File: config.mk
export PLATFORM = sky130hd
export DESIGN_NAME = sd_cmd_write_ctrl
export DESIGN_NICKNAME = d
export VERILOG_FILES = /design/src/rtl/sdhci_cmd_pkg.sv /design/src/rtl/sd_crc7_ser.sv /design/src/rtl/sd_cmd_write_ctrl.sv
export SDC_FILE = /design/constraint.sdc
export NUM_CORES = 1
export LEC_CHECK = 0
export CAP_MARGIN = 20
export CORE_MARGIN = 2
export CORE_UTILIZATION = 47
export CTS_BUF_LIST = sky130_fd_sc_hd__clkbuf_8 sky130_fd_sc_hd__clkbuf_16
export CTS_CLUSTER_SIZE = 25
export DETAILED_ROUTE_END_ITERATION = 8
export PLACE_DENSITY = 0.8
export SLEW_MARGIN = 5
export SYNTH_ARGS = -nofsm -noshare
export SYNTH_HDL_FRONTEND = slang
export SYNTH_SLANG_ARGS = --single-unit
File: constraint.sdc
create_clock -name clk_i -period 1.8 [get_ports clk_i]
set_input_delay 0.36 -clock clk_i [delete_from_list [all_inputs] [get_ports clk_i]]
set_output_delay 0.36 -clock clk_i [all_outputs]
set_load 0.005 [all_outputs]
File: src/rtl/sdhci_cmd_pkg.sv
// Shared constants and state type for the SD host CMD-line write path.
package sdhci_cmd_pkg;

  localparam int unsigned CMD_FRAME_LEN = 48;
  localparam int unsigned CMD_CRC_START = 40;
  localparam int unsigned CMD_CRC_LEN   = 7;

  // x^7 + x^3 + 1 without the implicit x^7 term
  localparam logic [CMD_CRC_LEN-1:0] CMD_CRC_POLY = 7'h09;

  typedef enum logic [2:0] {
    StIdle,
    StWait,
    StData,
    StCrc,
    StEnd
  } cmd_wr_state_e;

endpackage

File: src/rtl/sd_crc7_ser.sv
// Serial CRC7 generator: accumulates one bit per tick, then shifts the remainder out MSb first.
module sd_crc7_ser
  import sdhci_cmd_pkg::*;
(
  input  logic clk_i,
  input  logic rst_i,
  input  logic clk_en_i,
  input  logic clr_i,
  input  logic input_en_i,
  input  logic dat_ser_i,
  input  logic shift_out_i,
  output logic crc_ser_o
);

  logic [CMD_CRC_LEN-1:0] r_crc;
  logic [CMD_CRC_LEN-1:0] w_crc_d;
  logic                   w_fb;

  always_comb begin
    w_fb    = dat_ser_i ^ r_crc[CMD_CRC_LEN-1];
    w_crc_d = r_crc;
    // Clear is not gated by the tick: it happens in the accept cycle.
    if (clr_i) begin
      w_crc_d = '0;
    end else if (clk_en_i) begin
      if (shift_out_i) begin
        w_crc_d = {r_crc[CMD_CRC_LEN-2:0], 1'b0};
      end else if (input_en_i) begin
        w_crc_d = {r_crc[CMD_CRC_LEN-2:0], 1'b0} ^ (w_fb ? CMD_CRC_POLY : '0);
      end
    end
  end

  always_ff @(posedge clk_i) begin
    if (rst_i) begin
      r_crc <= '0;
    end else begin
      r_crc <= w_crc_d;
    end
  end

  assign crc_ser_o = r_crc[CMD_CRC_LEN-1];

endmodule

File: src/rtl/sd_cmd_write_ctrl.sv
// CMD-line write sequencer: accepts one command and serialises its 48-bit frame, one bit per tick.
module sd_cmd_write_ctrl
  import sdhci_cmd_pkg::*;
(
  input  logic        clk_i,
  input  logic        rst_i,
  input  logic        clk_en_i,
  input  logic        cmd_valid_i,
  output logic        cmd_ready_o,
  input  logic [5:0]  cmd_index_i,
  input  logic [31:0] cmd_arg_i,
  output logic        cmd_o,
  output logic        cmd_oe_o,
  output logic        busy_o,
  output logic        done_o
);

  // r_cnt holds the frame index of the bit currently on the line.
  localparam logic [5:0] LastDataCnt = 6'(CMD_CRC_START - 1);
  localparam logic [5:0] LastCrcCnt  = 6'(CMD_FRAME_LEN - 2);

  cmd_wr_state_e            r_state, w_state_d;
  logic [CMD_CRC_START-1:0] r_shift, w_shift_d;
  logic [5:0]               r_cnt, w_cnt_d;
  logic                     r_cmd, w_cmd_d;
  logic                     r_oe, w_oe_d;
  logic                     r_ready, w_ready_d;
  logic                     r_busy, w_busy_d;
  logic                     r_done, w_done_d;

  logic w_accept;
  logic w_crc_clr;
  logic w_crc_in_en;
  logic w_crc_shift;
  logic w_crc_dat;
  logic w_crc_bit;

  assign w_accept = cmd_valid_i && r_ready;

  always_comb begin
    w_state_d   = r_state;
    w_shift_d   = r_shift;
    w_cnt_d     = r_cnt;
    w_cmd_d     = r_cmd;
    w_oe_d      = r_oe;
    w_done_d    = 1'b0;
    w_crc_clr   = 1'b0;
    w_crc_in_en = 1'b0;
    w_crc_shift = 1'b0;
    w_crc_dat   = r_shift[CMD_CRC_START-1];

    unique case (r_state)
      StIdle: begin
        // A tick coinciding with accept is deliberately ignored.
        if (w_accept) begin
          w_shift_d = {1'b0, 1'b1, cmd_index_i, cmd_arg_i};
          w_cnt_d   = '0;
          w_crc_clr = 1'b1;
          w_state_d = StWait;
        end
      end
      StWait: begin
        if (clk_en_i) begin
          w_cmd_d     = r_shift[CMD_CRC_START-1];
          w_oe_d      = 1'b1;
          w_crc_in_en = 1'b1;
          w_shift_d   = {r_shift[CMD_CRC_START-2:0], 1'b0};
          w_state_d   = StData;
        end
      end
      StData: begin
        if (clk_en_i) begin
          w_cnt_d = r_cnt + 6'd1;
          if (r_cnt == LastDataCnt) begin
            w_crc_shift = 1'b1;
            w_cmd_d     = w_crc_bit;
            w_state_d   = StCrc;
          end else begin
            w_cmd_d     = r_shift[CMD_CRC_START-1];
            w_crc_in_en = 1'b1;
            w_shift_d   = {r_shift[CMD_CRC_START-2:0], 1'b0};
          end
        end
      end
      StCrc: begin
        if (clk_en_i) begin
          w_cnt_d = r_cnt + 6'd1;
          if (r_cnt == LastCrcCnt) begin
            w_cmd_d   = 1'b1;
            w_state_d = StEnd;
          end else begin
            w_crc_shift = 1'b1;
            w_cmd_d     = w_crc_bit;
          end
        end
      end
      StEnd: begin
        if (clk_en_i) begin
          w_cmd_d   = 1'b1;
          w_oe_d    = 1'b0;
          w_done_d  = 1'b1;
          w_state_d = StIdle;
        end
      end
      default: begin
        w_cmd_d   = 1'b1;
        w_oe_d    = 1'b0;
        w_state_d = StIdle;
      end
    endcase

    w_ready_d = (w_state_d == StIdle);
    w_busy_d  = !w_ready_d;
  end

  always_ff @(posedge clk_i) begin
    if (rst_i) begin
      r_state <= StIdle;
      r_shift <= '0;
      r_cnt   <= '0;
      r_cmd   <= 1'b1;
      r_oe    <= 1'b0;
      r_ready <= 1'b1;
      r_busy  <= 1'b0;
      r_done  <= 1'b0;
    end else begin
      r_state <= w_state_d;
      r_shift <= w_shift_d;
      r_cnt   <= w_cnt_d;
      r_cmd   <= w_cmd_d;
      r_oe    <= w_oe_d;
      r_ready <= w_ready_d;
      r_busy  <= w_busy_d;
      r_done  <= w_done_d;
    end
  end

  sd_crc7_ser u_crc7 (
    .clk_i       (clk_i),
    .rst_i       (rst_i),
    .clk_en_i    (clk_en_i),
    .clr_i       (w_crc_clr),
    .input_en_i  (w_crc_in_en),
    .dat_ser_i   (w_crc_dat),
    .shift_out_i (w_crc_shift),
    .crc_ser_o   (w_crc_bit)
  );

  assign cmd_ready_o = r_ready;
  assign busy_o      = r_busy;
  assign done_o      = r_done;
  assign cmd_o       = r_cmd;
  assign cmd_oe_o    = r_oe;

endmodule
==> results of run 1 <==
-- layer usage --
layer / vias up / routed length (microns) / GRT usage (%)
met5: - / 0 / 0
met4: 0 / 113 / 11.9
met3: 10 / 202 / 4.04
met2: 41 / 2830 / 32.7
met1: 1053 / 2760 / 23.8
li1: 1172 / - / -
-- sequential cells by signal, indices dropped and copies added (netlist names) --
name / flops
r_cnt: 6
cmd_o: 1
done_o: 1
r_state: 3
cmd_oe_o: 1
busy_o: 1
cmd_ready_o: 1
r_shift: 40
u_crc7.r_crc: 7
-- worst max-delay path by stage --
stage / startpoint / to / slack (ps)
after CTS: r_cnt[4] / r_shift[27] / 40
after global placement: clk_en_i / r_shift[29] / -110
after detailed placement: clk_en_i / r_shift[26] / -170
after floorplan: r_cnt[0] / u_crc7.r_crc[1] / 20
after global routing: r_cnt[2] / busy_o / -50
final: r_cnt[2] / busy_o / 60
-- metrics by stage --
step                cell area, sq um  std cells  hold WS [ps]
floorplan                       2740        292           445
global placement                3400        409           462
detailed placement              3400        409           469
CTS                             3650        425           366
global route                    3690        425           416
finish                          3690        425           380
-- placed cells by master, fill, tap and decap left out, types with 6 or more instances in the layout --
cell,count
mux2i_1,43
buf_4,16
clkdlybuf4s50_1,45
a21oi_1,7
nand2_1,6
dfxtp_1,58
nor2_1,56
a211oi_1,39
inv_1,9
clkbuf_8,10
-- final cells by class --
cell class,count,area [sq um],area share [%]
inverter,7,26.3,0.711
timing repair buffer,67,667,18.1
multi-input combinational,202,1450,39.1
clock buffer,10,138,3.73
tap,72,90.1,2.44
clock inverter,6,103,2.78
sequential,61,1220,33.2
-- what timing repair did --
| item | in CTS | in global routing |
|---|---|---|
| setup endpoints to repair | 26 | 41 |
| gates resized for setup | 1 | 10 |
| pin swaps | 0 | 2 |
-- power breakdown --
part           internal, mW  total, mW  switching, mW
Sequential             1.54       1.66          0.114
Combinational         0.514      0.991          0.478
Clock                 0.945       1.47          0.523
-- synthesized netlist by cell type, drive strengths merged --
| cell type | n | area (sq um) |
|---|---|---|
| or2 | 1 | 6.26 |
| dfxtp | 61 | 1220 |
| nor4bb | 1 | 10.0 |
| inv | 7 | 26.3 |
| a22o | 1 | 8.76 |
| mux2i | 43 | 430 |
| o32ai | 3 | 26.3 |
| nand2 | 6 | 22.5 |
| o21ai | 3 | 15.0 |
| a31oi | 1 | 6.26 |
| nand3b | 1 | 7.51 |
| clkbuf | 11 | 45.1 |
| and4 | 1 | 11.3 |
| xnor2 | 3 | 26.3 |
| or4 | 1 | 7.51 |
| nor3 | 6 | 30.0 |
| a2bb2oi | 1 | 8.76 |
| a21oi | 7 | 35.0 |
| xor2 | 5 | 43.8 |
| buf | 11 | 57.6 |
| a2111oi | 2 | 37.5 |
| nand2b | 2 | 12.5 |
| a21boi | 1 | 7.51 |
| nand4 | 2 | 12.5 |
| and3b | 2 | 17.5 |
| a22oi | 2 | 15.0 |
| nand3 | 2 | 10.0 |
| and3 | 1 | 6.26 |
| nor2b | 1 | 6.26 |
| a41oi | 1 | 8.76 |
| ha | 2 | 25.0 |
| nor2 | 57 | 214 |
| a211oi | 39 | 293 |
| nand4bb | 1 | 11.3 |
| o31ai | 1 | 7.51 |
| or3 | 2 | 12.5 |
-- logic make-up (layout without fill, tap and decap cells) --
logic type | after synthesis | after routing
AND/OR/NAND/NOR | 87 | 87
AO/OA/AOI/OAI | 62 | 62
flip-flops | 61 | 61
multiplexers | 43 | 43
buffers and inverters | 29 | 90
XOR/XNOR | 8 | 8
adder cells (fa/ha/maj) | 2 | 2
-- critical path, cell delays in order, from the launching register on --
cell and delay, ps:
dfxtp_1 380, and3b_2 270, nand3_1 160, a22oi_1 250, o32ai_1 160, or3_1 380
==> flow_summary_export.csv, run 1 <==
group,metric,value,unit
outcome,status,"finished clean",
floorplan,num_rows,27,
setup_path,reg2regPathDepth,5,
power,pwr_density_cell,1110,mW/mm^2
detailed_routing,drc,0,
clock_tree,clock_latency,340,ps
timing,hold_viol,0,
detailed_routing,ant_nets,0,
global_route,grt_max_degree,45,
clock_tree,htreeDepth,3,
power,peakVddDrop,0.645,mV
timing,setup_tns,0,ps
global_route,grt_pass1_wl,9890,microns
timing,fmax,576,MHz
clock_tree,clkTransAtPathRegs,70,ps
logic_synthesis,netlist_area,0.00274,sq mm
power,finalPower,4.12,mW
detailed_routing,routed_wirelength,5910,microns
logic_synthesis,syn_nets,336,
layout,layout.nets,392,
layout,diodes,0,
setup_path,critPathRequiredTime,2010,ps
logic_synthesis,synth-xor-area-share,2.55,%
clock_tree,cts-root-buf,"clkbuf_8",
logic_synthesis,synth_simple_gate_area_share,14.5,%
setup_path,cp-end-kind,"register",
timing,worstMarginPinSlew,470,ps
power,p_leak,1.37,nW
place,place_ws,-173,ps
logic_synthesis,ys_warn_count,0,
global_route,grt_overflow_total,0,
global_route,grt_pass1_vias,2257,
clock_tree,clock-sinks,61,
floorplan,fp.dieW,80.4,microns
run,cap_viol_max_count,0,
layout,fillers,426,
global_route,grt_usage,19.9,%
timing,post-route-period-util,96.5,%
logic_synthesis,synthCells,292,
place,portBuffers,46,
logic_synthesis,ys_seq_area_share,44.5,%
worst_hold_path,hp-start,"rst_i",
detailed_routing,first_pass_iters,4,
setup_path,critPathKind,"register to register",
timing,skew,13.6,ps
worst_hold_path,hold_end,"cmd_o",
setup_path,path_max_fanout,4,
timing,min_period,1740,ps
logic_synthesis,synth_adder_area_share,0.912,%
logic_synthesis,synthMuxAreaShare,15.7,%
logic_synthesis,synth_area_per_cell,9.39,sq um
clock_tree,clock_path_buffers,2,
timing,layout_setup_ws,63.3,ps
timing,drv_slew,0,
place,gp_congestion,0.771,
logic_synthesis,synth_top_family_by_area,"compound AO/OA/AOI/OAI gates",
worst_hold_path,hold_class,"input pin to register",
timing,slew_headroom,68.7,%
floorplan,chipHeight,80.4,microns
floorplan,die_area,0.00646,sq mm
floorplan,ioPinCount,47,
logic_synthesis,synth_cell_types,40,
global_route,antenna_found_initial,0,
clock_tree,tritoncts,"built",
clock_tree,cts_hold_buffers,0,
setup_path,critical_path.reg2reg.startpoint,"r_cnt[2]",
logic_synthesis,synth_compound_area_share,17.1,%
timing,finalSetupViolations,0,
logic_synthesis,ys_seq_elements,61,
detailed_routing,vias,2276,
timing,rsz0062_at_grt,"true",
setup_path,startpoint_type,"register",
detailed_routing,wl_per_cell,13.9,microns
floorplan,design.core.area,0.00557,sq mm
worst_hold_path,min_path_cells,3,
setup_path,r2r_end,"busy_o",
floorplan,initial_utilization,49.2,%
detailed_routing,drt-initial-drc-count,83,
layout,syn2layout_area_growth,34.7,%
layout,final_util,66.3,%
setup_path,r2r_slack,60,ps
clock_tree,post-cts-setup-buffers,0,
setup_path,critPathArrivalTime,1940,ps
detailed_routing,routed_via_density,5.36,
clock_tree,numCtsBuffers,9,
layout,drive_gt1_share,13.6,%
place,place_hpwl,3910,microns
No activity file was read; power rests on OpenSTA's default activity.
==> run 2, diff against run 1 <==
--- a/config.mk
+++ b/config.mk
@@ -7,11 +7,11 @@
 export LEC_CHECK = 0
 export CAP_MARGIN = 20
 export CORE_MARGIN = 2
-export CORE_UTILIZATION = 47
+export CORE_UTILIZATION = 56
 export CTS_BUF_LIST = sky130_fd_sc_hd__clkbuf_8 sky130_fd_sc_hd__clkbuf_16
 export CTS_CLUSTER_SIZE = 25
 export DETAILED_ROUTE_END_ITERATION = 8
-export PLACE_DENSITY = 0.8
+export PLACE_DENSITY = 0.95
 export SLEW_MARGIN = 5
 export SYNTH_ARGS = -nofsm -noshare
 export SYNTH_HDL_FRONTEND = slang
==> constraint.sdc (replaced) <==
create_clock -name clk_i -period 2.04 [get_ports clk_i]
set_input_delay 0.408 -clock clk_i [delete_from_list [all_inputs] [get_ports clk_i]]
set_output_delay 0.408 -clock clk_i [all_outputs]
set_load 0.005 [all_outputs]
==> flow_summary_export.csv, run 2 (same netlist as run 1, synthesis figures left out) <==
group,metric,value,unit
global_route,antenna_found_initial,0,
clock_tree,clock_latency,360,ps
place,portBuffers,46,
place,gp_congestion,0.868,
power,pwr_density_cell,1030,mW/mm^2
outcome,status,"finished clean",
clock_tree,htreeDepth,3,
clock_tree,cts_resized,0,
floorplan,chipHeight,74.0,microns
place,place_hpwl,3800,microns
global_route,grt_pass1_wl,9980,microns
timing,hold_ws,318,ps
detailed_routing,routed_via_density,5.58,
setup_path,path_cells,"ha_1 > a31oi_1 > a22o_2 > buf_12 > nor2_1 > a211oi_1",
detailed_routing,drt-initial-drc-count,121,
layout,layout.nets,382,
clock_tree,cts_hold_buffers,0,
detailed_routing,ant_nets,0,
global_route,grt_usage,24.7,%
layout,final_util,75.5,%
layout,final_common_cell,"dfxtp_1",
timing,drv_slew,0,
setup_path,crit_path_max_incr_delay,360,ps
timing,skew,14.9,ps
timing,hold_viol,0,
place,place_inst,394,
timing,fmax,521,MHz
timing,worstMarginPinSlew,548,ps
layout,largest_reg_flops,40,
power,finalPower,3.68,mW
floorplan,die_area,0.00547,sq mm
layout,drive_gt1_share,9.62,%
detailed_routing,vias,2286,
layout,fillers,301,
clock_tree,clock-sinks,61,
layout,final_cell_mix,"dfxtp_1 (61), nor2_1 (56), clkdlybuf4s50_1 (45)",
setup_path,critPathArrivalTime,2160,ps
clock_tree,clkTransAtPathRegs,70,ps
floorplan,num_rows,25,
detailed_routing,routed_wirelength,6260,microns
clock_tree,clock_path_buffers,2,
layout,stdcell_count,410,
detailed_routing,wl_per_cell,15.3,microns
power,p_leak,1.31,nW
layout,largest_registers,"r_shift x40, u_crc7.r_crc x7, r_cnt x6",
setup_path,critPathKind,"register to register",
timing,min_period,1920,ps
clock_tree,tritoncts,"built",
floorplan,design.core.area,0.00472,sq mm
global_route,grt_pass1_vias,2196,
worst_hold_path,hold_class,"input pin to register",
timing,finalSetupViolations,0,
global_route,grt_max_degree,45,
power,peakVddDrop,0.579,mV
layout,syn2layout_area_growth,30.0,%
layout,regMostFlops,"r_shift",
global_route,grt_overflow_total,0,
clock_tree,post-cts-setup-buffers,0,
clock_tree,numCtsBuffers,9,
layout,diodes,0,
setup_path,critPathRequiredTime,2280,ps
setup_path,path_max_fanout,39,
timing,rsz0062_at_grt,"false",
setup_path,startpoint_type,"register",
timing,post-route-period-util,94.1,%
detailed_routing,drc,0,
setup_path,crit_path_top_delay_cell,"a31oi_1",
timing,slew_headroom,63.4,%
detailed_routing,first_pass_iters,4,
clock_tree,cts-root-buf,"clkbuf_8",
run,cap_viol_max_count,0,
floorplan,initial_utilization,58.1,%
setup_path,cp-end-kind,"register",
floorplan,fp.dieW,74.0,microns
setup_path,cpLargestDelayFamily,"compound AO/OA/AOI/OAI gates",
setup_path,crit_buf_inv,1,
floorplan,ioPinCount,47,
run 2: layout make-up:
| type | count | area (sq um) | share of cell area, % |
|---|---|---|---|
| inverter | 7 | 26.3 | 0.737 |
| tap | 67 | 83.8 | 2.35 |
| clock inverter | 5 | 106 | 2.98 |
| sequential | 61 | 1220 | 34.2 |
| timing repair buffer | 57 | 576 | 16.1 |
| multi-input combinational | 202 | 1400 | 39.3 |
| clock buffer | 11 | 151 | 4.25 |
run 2: worst paths after layout:
path,from,endpoint,slack [ps],depth (start not counted)
worst max-delay path,r_cnt[0],r_shift[11],120,6
worst min-delay path,rst_i,r_state[2],320,2
worst max register to register,r_cnt[0],r_shift[11],120,6
worst min register to register,r_shift[38],r_shift[39],480,2
run 2: per-layer routing:
layer,track usage (%),routed length (microns)
met5,0,0
met4,14.9,226
met3,7.32,261
met2,40.6,3120
met1,28.4,2660
run 2: through the flow:
stage	worst slack, ps	setup TNS [ps]	instance area, sq um
2_1_floorplan	257	0	2740
3_3_place_gp	75.7	0	3310
3_5_place_dp	-19.7	-19.7	3310
4_1_cts	115	0	3570
5_1_grt	1.93	0	3570
6_report	121	0	3570
run 2: report_power, final:
| part | internal, mW | leakage (nW) | switching, mW | total (mW) |
|---|---|---|---|---|
| clock | 0.880 | 0.126 | 0.493 | 1.37 |
| combinational | 0.414 | 0.682 | 0.430 | 0.844 |
| sequential | 1.36 | 0.502 | 0.107 | 1.47 |
==> run 3, diff against run 2 <==
--- a/config.mk
+++ b/config.mk
@@ -7,12 +7,13 @@
 export LEC_CHECK = 0
 export CAP_MARGIN = 20
 export CORE_MARGIN = 2
-export CORE_UTILIZATION = 56
+export CORE_UTILIZATION = 53
 export CTS_BUF_LIST = sky130_fd_sc_hd__clkbuf_8 sky130_fd_sc_hd__clkbuf_16
 export CTS_CLUSTER_SIZE = 25
 export DETAILED_ROUTE_END_ITERATION = 8
-export PLACE_DENSITY = 0.95
-export SLEW_MARGIN = 5
+export PLACE_DENSITY = 0.91
+export REMOVE_ABC_BUFFERS = 1
+export SLEW_MARGIN = 10
 export SYNTH_ARGS = -nofsm -noshare
 export SYNTH_HDL_FRONTEND = slang
 export SYNTH_SLANG_ARGS = --single-unit
==> flow_summary_export.csv, run 3 (same netlist as run 1, synthesis figures left out) <==
group,metric,value,unit
detailed_routing,routed_via_density,5.46,
clock_tree,clock_path_buffers,2,
floorplan,die_area,0.00577,sq mm
clock_tree,post-cts-setup-buffers,0,
detailed_routing,routed_wirelength,5800,microns
setup_path,reg2regPathDepth,5,
floorplan,chipHeight,75.9,microns
power,peakVddDrop,0.594,mV
timing,finalSetupViolations,0,
timing,rsz0062_at_grt,"false",
setup_path,critPathArrivalTime,1990,ps
timing,hold_ws,478,ps
setup_path,critPathRequiredTime,2240,ps
layout,largest_registers,"r_shift x40, u_crc7.r_crc x7, r_cnt x6",
detailed_routing,ant_nets,0,
global_route,grt_usage,21.0,%
clock_tree,clock_latency,330,ps
timing,layout_setup_ws,252,ps
setup_path,startpoint_type,"register",
power,p_leak,1.31,nW
floorplan,fp.dieW,75.9,microns
layout,regMostFlops,"r_shift",
clock_tree,tritoncts,"built",
timing,hold_viol,0,
layout,drive_gt1_share,9.57,%
clock_tree,clock-sinks,61,
outcome,status,"finished clean",
timing,fmax,559,MHz
run,cap_viol_max_count,0,
timing,skew,11.8,ps
place,portBuffers,46,
place,place_hpwl,3990,microns
global_route,grt_max_degree,53,
clock_tree,numCtsBuffers,9,
layout,final_common_cell,"dfxtp_1",
global_route,grt_pass1_vias,2234,
worst_hold_path,hold_class,"register to register",
setup_path,cp-end-kind,"register",
clock_tree,cts-root-buf,"clkbuf_8",
layout,layout.nets,384,
timing,min_period,1790,ps
clock_tree,cts_resized,0,
timing,worstMarginPinSlew,498,ps
worst_hold_path,min_path_cells,2,
global_route,antenna_found_initial,0,
floorplan,ioPinCount,47,
floorplan,num_rows,26,
detailed_routing,drc,0,
layout,syn2layout_area_growth,29.2,%
setup_path,critPathKind,"register to register",
detailed_routing,vias,2266,
timing,slew_headroom,66.7,%
clock_tree,cts_hold_buffers,0,
place,place_ws,4.77,ps
place,gp_congestion,0.872,
layout,largest_reg_flops,40,
global_route,grt_overflow_total,0,
timing,post-route-period-util,87.7,%
clock_tree,clkTransAtPathRegs,70,ps
layout,final_cell_mix,"dfxtp_1 (61), nor2_1 (56), clkdlybuf4s50_1 (46)",
global_route,grt_pass1_wl,9850,microns
floorplan,design.core.area,0.00504,sq mm
setup_path,path_max_fanout,11,
clock_tree,htreeDepth,3,
layout,diodes,0,
power,pwr_density_cell,987,mW/mm^2
timing,drv_slew,0,
detailed_routing,drt-initial-drc-count,91,
floorplan,initial_utilization,54.4,%
detailed_routing,first_pass_iters,4,
detailed_routing,wl_per_cell,14.0,microns
==> run 3: layer usage <==
metal  wire length (microns)  part of all wire [%]  track usage, %
met1                    2470                    43            24.8
met2                    3030                    52            36.5
met3                     253                   4.4            5.36
met4                      45                  0.78            8.36
met5                       0                     0               0
==> run 3: stage by stage <==
step                      TNS [ps]  instances  util [%]  area [sq um]  total power, mW
after floorplan             -57990        270         -          2640             2.02
after global placement           0        399      65.8          3320             2.26
after detailed placement         0        399      65.8          3320             2.30
after CTS                        0        415      70.3          3540             3.52
after global routing             0        415      70.3          3540             3.65
final                            0        415      70.3          3540             3.50
==> run 3: final cells by class <==
| type | instances | area [sq um] |
|---|---|---|
| fillers | 373 | 1500 |
| multi-input cells | 202 | 1400 |
| flip-flops and latches | 61 | 1220 |
| repair buffers | 59 | 583 |
| clock buffers | 11 | 151 |
| well taps | 70 | 87.6 |
| clock inverters | 5 | 73.8 |
| inverters | 7 | 26.3 |
==> run 3: where the power goes <==
part | internal, mW | leakage (nW) | total, mW | switching [mW]
Combinational | 0.411 | 0.688 | 0.820 | 0.409
Sequential | 1.36 | 0.502 | 1.47 | 0.106
Clock | 0.746 | 0.121 | 1.21 | 0.465
Total | 2.52 | 1.31 | 3.50 | 0.980
==> run 3: final timing paths <==
check / startpoint / to / slack [ps]
worst max-delay path: r_state[1] / busy_o / 250
worst min-delay path: r_shift[0] / r_shift[0] / 480
worst max register to register: r_state[1] / busy_o / 250
worst min register to register: r_shift[0] / r_shift[0] / 480
==> run 3: worst max-delay path: stages (launching register included) <==
cell and delay (ps):
dfxtp_1 570, inv_1 210, nor3_1 240, a2111oi_1 80
buf_4 160, or3_1 390
